[src/rtl/plru_array.sv]
// Per-set tree-PLRU state with registered victim query and forwarding.
// Optional PLRU_LOCK_EN adds per-way lock steering for the victim walk.
module plru_array #(
  parameter  int NUM_WAYS = 4,
  parameter  int NUM_SETS = 8,
  localparam int WAY_W    = $clog2(NUM_WAYS),
  localparam int SET_W    = (NUM_SETS > 1) ? $clog2(NUM_SETS) : 1
) (
  input  logic                clk,
  input  logic                rst_n,
  input  logic                upd_valid,
  input  logic [SET_W-1:0]    upd_set,
  input  logic [WAY_W-1:0]    upd_way,
  input  logic                qry_valid,
  input  logic [SET_W-1:0]    qry_set,
  input  logic [NUM_WAYS-1:0] qry_valid_mask,
`ifdef PLRU_LOCK_EN
  input  logic [NUM_WAYS-1:0] qry_lock_mask,
  output logic                victim_all_locked,
`endif
  output logic                victim_valid,
  output logic [WAY_W-1:0]    victim_way,
  output logic                victim_invalid
);

  typedef logic [NUM_WAYS-1:0] tw_t;
  typedef logic [WAY_W-1:0]    way_t;

  logic [NUM_WAYS-2:0] tree_q [NUM_SETS];

  // Trees are padded by one unused top bit so a WAY_W-wide node index fits.
  function automatic tw_t tree_upd(tw_t t, way_t way);
    tw_t  r;
    way_t node;
    r    = t;
    node = '0;
    for (int l = WAY_W - 1; l >= 0; l--) begin
      r[node] = ~way[l];
      node    = node + node + WAY_W'(1) + WAY_W'(way[l]);
    end
    return r;
  endfunction

  function automatic logic sub_locked(tw_t lk, int base, int l);
    logic r;
    r = 1'b1;
    for (int w = 0; w < NUM_WAYS; w++)
      if (((w >> l) == base) && !lk[w]) r = 1'b0;
    return r;
  endfunction

  function automatic way_t tree_walk(tw_t t, tw_t lk);
    way_t node;
    way_t v;
    logic b;
    logic steer;
    node  = '0;
    v     = '0;
    steer = ~&lk;
    for (int l = WAY_W - 1; l >= 0; l--) begin
      b = t[node];
      if (steer && sub_locked(lk, ((int'(v) >> (l + 1)) << 1) | int'(b), l))
        b = ~b;
      v[l] = b;
      node = node + node + WAY_W'(1) + WAY_W'(b);
    end
    return v;
  endfunction

  tw_t  lk;
  tw_t  upd_nt;
  tw_t  qry_t;
  way_t nxt_way;
  logic nxt_inv;

`ifdef PLRU_LOCK_EN
  assign lk = qry_lock_mask;
`else
  assign lk = '0;
`endif

  always_comb begin
    upd_nt  = tree_upd({1'b0, tree_q[upd_set]}, upd_way);
    qry_t   = {1'b0, tree_q[qry_set]};
    if (upd_valid && (upd_set == qry_set))
      qry_t = upd_nt;
    nxt_inv = 1'b0;
    nxt_way = tree_walk(qry_t, lk);
    for (int w = NUM_WAYS - 1; w >= 0; w--) begin
      if (!qry_valid_mask[w] && !lk[w]) begin
        nxt_inv = 1'b1;
        nxt_way = WAY_W'(w);
      end
    end
  end

  always_ff @(posedge clk) begin
    if (!rst_n) begin
      for (int s = 0; s < NUM_SETS; s++)
        tree_q[s] <= '0;
      victim_valid   <= 1'b0;
      victim_way     <= '0;
      victim_invalid <= 1'b0;
`ifdef PLRU_LOCK_EN
      victim_all_locked <= 1'b0;
`endif
    end else begin
      if (upd_valid)
        tree_q[upd_set] <= upd_nt[NUM_WAYS-2:0];
      victim_valid <= qry_valid;
      if (qry_valid) begin
        victim_way     <= nxt_way;
        victim_invalid <= nxt_inv;
`ifdef PLRU_LOCK_EN
        victim_all_locked <= &lk;
`endif
      end
    end
  end

endmodule

[config.mk]
export PLATFORM = sky130hd
export DESIGN_NAME = plru_array
export DESIGN_NICKNAME = d
export VERILOG_FILES = /design/src/rtl/plru_array.sv
export SDC_FILE = /design/constraint.sdc
export NUM_CORES = 1
export LEC_CHECK = 0
export BUFFER_PORTS_ARGS = -buffer_cell sky130_fd_sc_hd__buf_2
export CAP_MARGIN = 10
export CORE_ASPECT_RATIO = 1.25
export CORE_MARGIN = 8
export CORE_UTILIZATION = 51
export CTS_CLUSTER_DIAMETER = 60
export CTS_CLUSTER_SIZE = 8
export DETAILED_ROUTE_END_ITERATION = 10
export PLACE_DENSITY = 0.85
export SLEW_MARGIN = 20
export SYNTH_ARGS = -nofsm -noshare
export SYNTH_HDL_FRONTEND = slang
export SYNTH_SLANG_ARGS = --single-unit
[constraint.sdc]
create_clock -name clk -period 1.5 [get_ports clk]
set_clock_uncertainty 0.05 [all_clocks]
set_input_delay 0.15 -clock clk [delete_from_list [all_inputs] [get_ports clk]]
set_output_delay 0.15 -clock clk [all_outputs]
set_load 0.02 [all_outputs]
After elaboration in Yosys (flattened, before gate mapping)
Memories as Yosys holds them, arrays and structs flattened.
Cells that the tools add are included.
{"block": "totals", "n_memories": 1, "in_bits": 16, "register_bits": 4, "wordCells": 52, "out_inout_bits": 4, "ram_bits": 24}
{"block": "op_classes", "n_mux": 29, "addsub": 2, "magnitude_cmp": 3, "bitwise_logic": 5, "eq_ne": 4, "reduce_logical": 5}
{"name": "tree_q", "words": 8, "width": 3, "read_ports": 2, "rd_clocked_by_memory_dff": 0, "write_ports": 8, "line_no": "29", "rtl": "logic [NUM_WAYS-2:0] tree_q [NUM_SETS];"}
{"cell": "32-bit zero test", "n": 2}
{"cell": "1-bit two-way mux", "n": 19}
{"cell": "2-bit two-way mux", "n": 4}
{"cell": "2-bit by 3-bit < comparator with 1-bit output (second input constant)", "n": 2}
{"cell": "3-bit two-way mux", "n": 2}
{"cell": "1-bit by 1-bit adder with 2-bit output (first input constant)", "n": 2}
{"cell": "4-bit bitwise mux", "n": 1}
{"cell": "2-bit == test (first input constant)", "n": 2}
{"cell": "4-bit two-way mux", "n": 1}
{"cell": "1-bit inverter", "n": 4}
{"cell": "3-bit == test", "n": 1}
{"cell": "3-bit OR reduction", "n": 1}
{"cell": "1-bit binary-select mux with 2-bit select", "n": 1}
{"cell": "1-bit demux with 2-bit select", "n": 1}
{"cell": "1-bit by 2-bit == test with 1-bit output (first input constant)", "n": 1}
{"cell": "2-bit by 1-bit greater-or-equal comparator with 1-bit output (second input constant)", "n": 1}
{"cell": "1-bit logical AND", "n": 2}
{"cell": "2-bit by 1-bit bitwise OR with 2-bit output", "n": 1}

Logic depth before layout (Yosys ltp)
{"block": "depth", "depth_word": 25, "ltp_mapped": 6, "mapped_depth_nobuf": 5}

Least setup slack after synthesis
Ideal clock, no wire load.
{"block": "synth_path", "path_kind": "reg2reg", "from": "memory tree_q[3][0] (netlist name)", "to": "register victim_way[0]", "t_arrival_ns": 1.540, "setup_slack_ns": -0.208, "setup_time_ns": 0.117, "path_buffers": 0, "synth_period_minus_slack_ns": 1.708, "stages_incl_launch_ff": 6, "t_required_ns": 1.333, "cell_sequence": "edfxtp_1 > mux4_2 > mux2_4 > nor3_2 > o21ai_1 > a32o_1"}
{"item": "start: declaration", "line_no": "29"}
{"item": "end signal: assignment", "line_no": "112", "rtl": "victim_way <= nxt_way;"}
{"item": "end: declaration", "line_no": "22", "rtl": "output logic [WAY_W-1:0] victim_way,"}

==> results.yml <==
run_status:
  status: "complete, but fails checks"
  failed_checks: "negative setup slack"
synth:
  synth_largest_area_cell: "edfxtp_1"
  synth_cell_types: 32
  synthTopCellsByArea: "edfxtp_1 (46%), mux4_2 (10%), mux4_1 (8.4%)"
  synth_top_area_frac: 0.4623
  synth_top_family_by_area: "multiplexers"
  synth_seq_area_share: 0.5136
  ys_seq_elements: 28
  synth_compound_area_frac: 0.03933
  synthAdderAreaFrac: 0
  synthCells: 127
  yosysWarnings: 0
  syn-num-nets: 143
  synthesis.area_mm2: 0.001559
  synthSimpleGateAreaFrac: 0.1734
  avgSynthCellArea_um2: 12.28
  synth_mux_area_frac: 0.2287
  synth_xor_area_frac: 0.01685
setup_path:
  arrival_ns: 1.90
  cp-startpoint: "tree_q[2][2]"
  max_stage_delay_ns: 0.47
  path_cells: "mux4_2 > mux2_4 > o21ai_2 > buf_6 > nor2_1"
  r2r_setup_slack_ns: -0.36
  crit_required_ns: 1.54
  critPathCapture: "tree_q[7][2]"
  reg2reg_from: "tree_q[2][2]"
  critical_path_depth: 5
  worst-path-buf-inv: 1
  crit_path_top_delay_cell: "mux4_2"
  path_class: "reg -> reg"
  crit_path_start_kind: "flip-flop"
  critPathMaxFanout: 8
  cp-end-kind: "flip-flop"
  r2r_end: "tree_q[7][2]"
  r2r_cells: 5
  crit_family: "multiplexers"
sta:
  hold_ws_ns: 0.02893
  slew_headroom: 0.7917
  setup_ws_ns: -0.3581
  setup-violations-final: 18
  rsz0062_at_grt: "yes"
  fin_crit_sh: 1.239
  fmax_mhz: 538.2
  final_max_slew_viol_count: 0
  final.min_clock_period_ns: 1.858
  finalHoldViolations: 0
  worst_pin_slew_ns: 0.3125
clock_tree:
  cts.sinks: 28
  path_clk_slew_ns: 0.16
  cts_tree: "done"
  cts_buffers: 3
  root_buffer: "clkbuf_4"
  worstSkewPairLatency_ns: 0.33
  htreeDepth: 1
  cts_max_path_buffers: 2
drt:
  drt_iter0_markers: 81
  drc: 0
  totalWireLength_um: 3627
  antenna_left: 0
  vias: 1136
  dr.pass1.iters: 4
  routed_via_density: 5.826
  wire_per_inst_um: 18.60
finish:
  fin_cells: 195
  design_area_mm2: 0.001874
  layout_commonest_cell: "edfxtp_1"
  area_delta_synth_final_pct: 20.22
  final_layout_size_suffix_gt1_frac: 0.3648
  final_cell_mix: "edfxtp_1 (24), nor2_1 (21), nand2_1 (19), buf_2 (19), buf_4 (13)"
  num-nets-final: 176
  antennaDiodeCount: 0
global_route:
  gr-usage-all-layers: 0.1421
  antenna_found_initial: 0
  grt_max_degree: 17
  grt_pass1_vias: 1207
  grt_overflow_total: 0
  grt_pass1_wl_um: 5678
place:
  finalWeightedCongestion: 0.9594
  dp_hpwl_um: 2867
  port_buffers: 19
  dpl.cell_count: 189
  place_area_mm2: 0.001768
floorplan:
  dieArea_mm2: 0.005093
  start_util: 0.5343
  fp.dieW_um: 65.45
  dieHeight_um: 77.82
  coreArea_mm2: 0.002918
  placementRows: 22
  ios: 20
power_and_ir_drop:
  power_w: 0.001696
  powerDensity_mw_per_mm2: 905.1
  p_leak_nw: 0.7402
  peakVddDrop_mv: 0.6370
run:
  drv_cap: 0
hold_path:
  min_path_type: "in -> reg"
==> timing repair <==
action                                  CTS  global route
buffers inserted                          0             1
pin swaps                                 6             3
gates resized for setup                   6             9
cloned                                    0             0
endpoints found under the hold margin     1             0
endpoints found under the setup margin   18            18
hold buffers                              1             0
==> power by group <==
part / internal (W) / total, W / switching, W
Sequential: 0.000885 / 0.000910 / 0.0000250
Clock: 0.000270 / 0.000489 / 0.000218
Combinational: 0.000146 / 0.000298 / 0.000152
Total: 0.00130 / 0.00170 / 0.000395
==> flip-flops by register name, summed over array words and instances (netlist names) <==
signal          flops
tree_q             24
victim_invalid      1
victim_valid        1
victim_way          2
==> through the flow <==
stage          worst slack (ns)  TNS, ns    util
6_report                -0.3581   -5.747  0.6424
5_1_grt                 -0.3864   -6.340  0.6424
4_1_cts                 -0.3308   -5.335  0.6334
3_5_place_dp            -0.3237   -5.137  0.6059
3_3_place_gp            -0.2905   -4.623  0.6059
2_1_floorplan           -0.1995   -1.851       -
==> cells by family after synthesis <==
family                 Yosys count
AND/OR/NAND/NOR                 61
flip-flops                      28
buffers and inverters            8
XOR/XNOR                         3
multiplexers                    18
AO/OA/AOI/OAI                    9
==> Yosys cell counts <==
library cell	count
nor2_1	26
edfxtp_1	24
nand2_1	19
mux4_2	7
mux4_1	5
dfxtp_1	4
nand3_1	4
clkbuf_1	3
mux2i_1	3
nor2b_1	3
xnor2_1	3
and3_1	2
buf_2	2
mux2_2	2
nand4_1	2
o21ai_0	2
a21boi_0	1
a21oi_1	1
a31oi_1	1
a32o_1	1
a41oi_1	1
and2_1	1
and4_1	1
buf_4	1
buf_6	1
inv_1	1
mux2_4	1
nand3b_1	1
nor3_1	1
nor3_2	1
o21ai_1	1
o21ai_2	1
==> layout make-up <==
cell class	count	area [um^2]
Multi-Input combinational cell	91	747.0
Tap cell	36	45.04
Sequential cell	28	800.8
Clock inverter	1	30.03
Inverter	1	3.754
Clock buffer	3	22.52
Timing Repair Buffer	35	225.2
Fill cell	234	1044
==> worst min-delay path by stage <==
stage	slack (ns)	start	depth (start not counted)	end
global placement	0.33	qry_valid_mask[2]	2	victim_invalid
floorplan	0.20	qry_valid_mask[3]	1	victim_invalid
detailed placement	0.34	qry_valid_mask[2]	2	victim_invalid
CTS	0.02	qry_valid_mask[3]	2	victim_invalid
finish	0.03	qry_valid_mask[3]	2	victim_invalid
global route	0.03	qry_valid_mask[3]	2	victim_invalid
==> metal layers <==
| layer | global-route usage | vias up | wire, um |
|---|---|---|---|
| met5 | 0 | - | 0 |
| met4 | 0.07221 | 0 | 144 |
| met3 | 0.03161 | 10 | 232 |
| met2 | 0.2468 | 42 | 1840 |
| met1 | 0.1567 | 545 | 1408 |
| li1 | - | 539 | - |
Note: power is estimated with default switching activity, not from simulation.
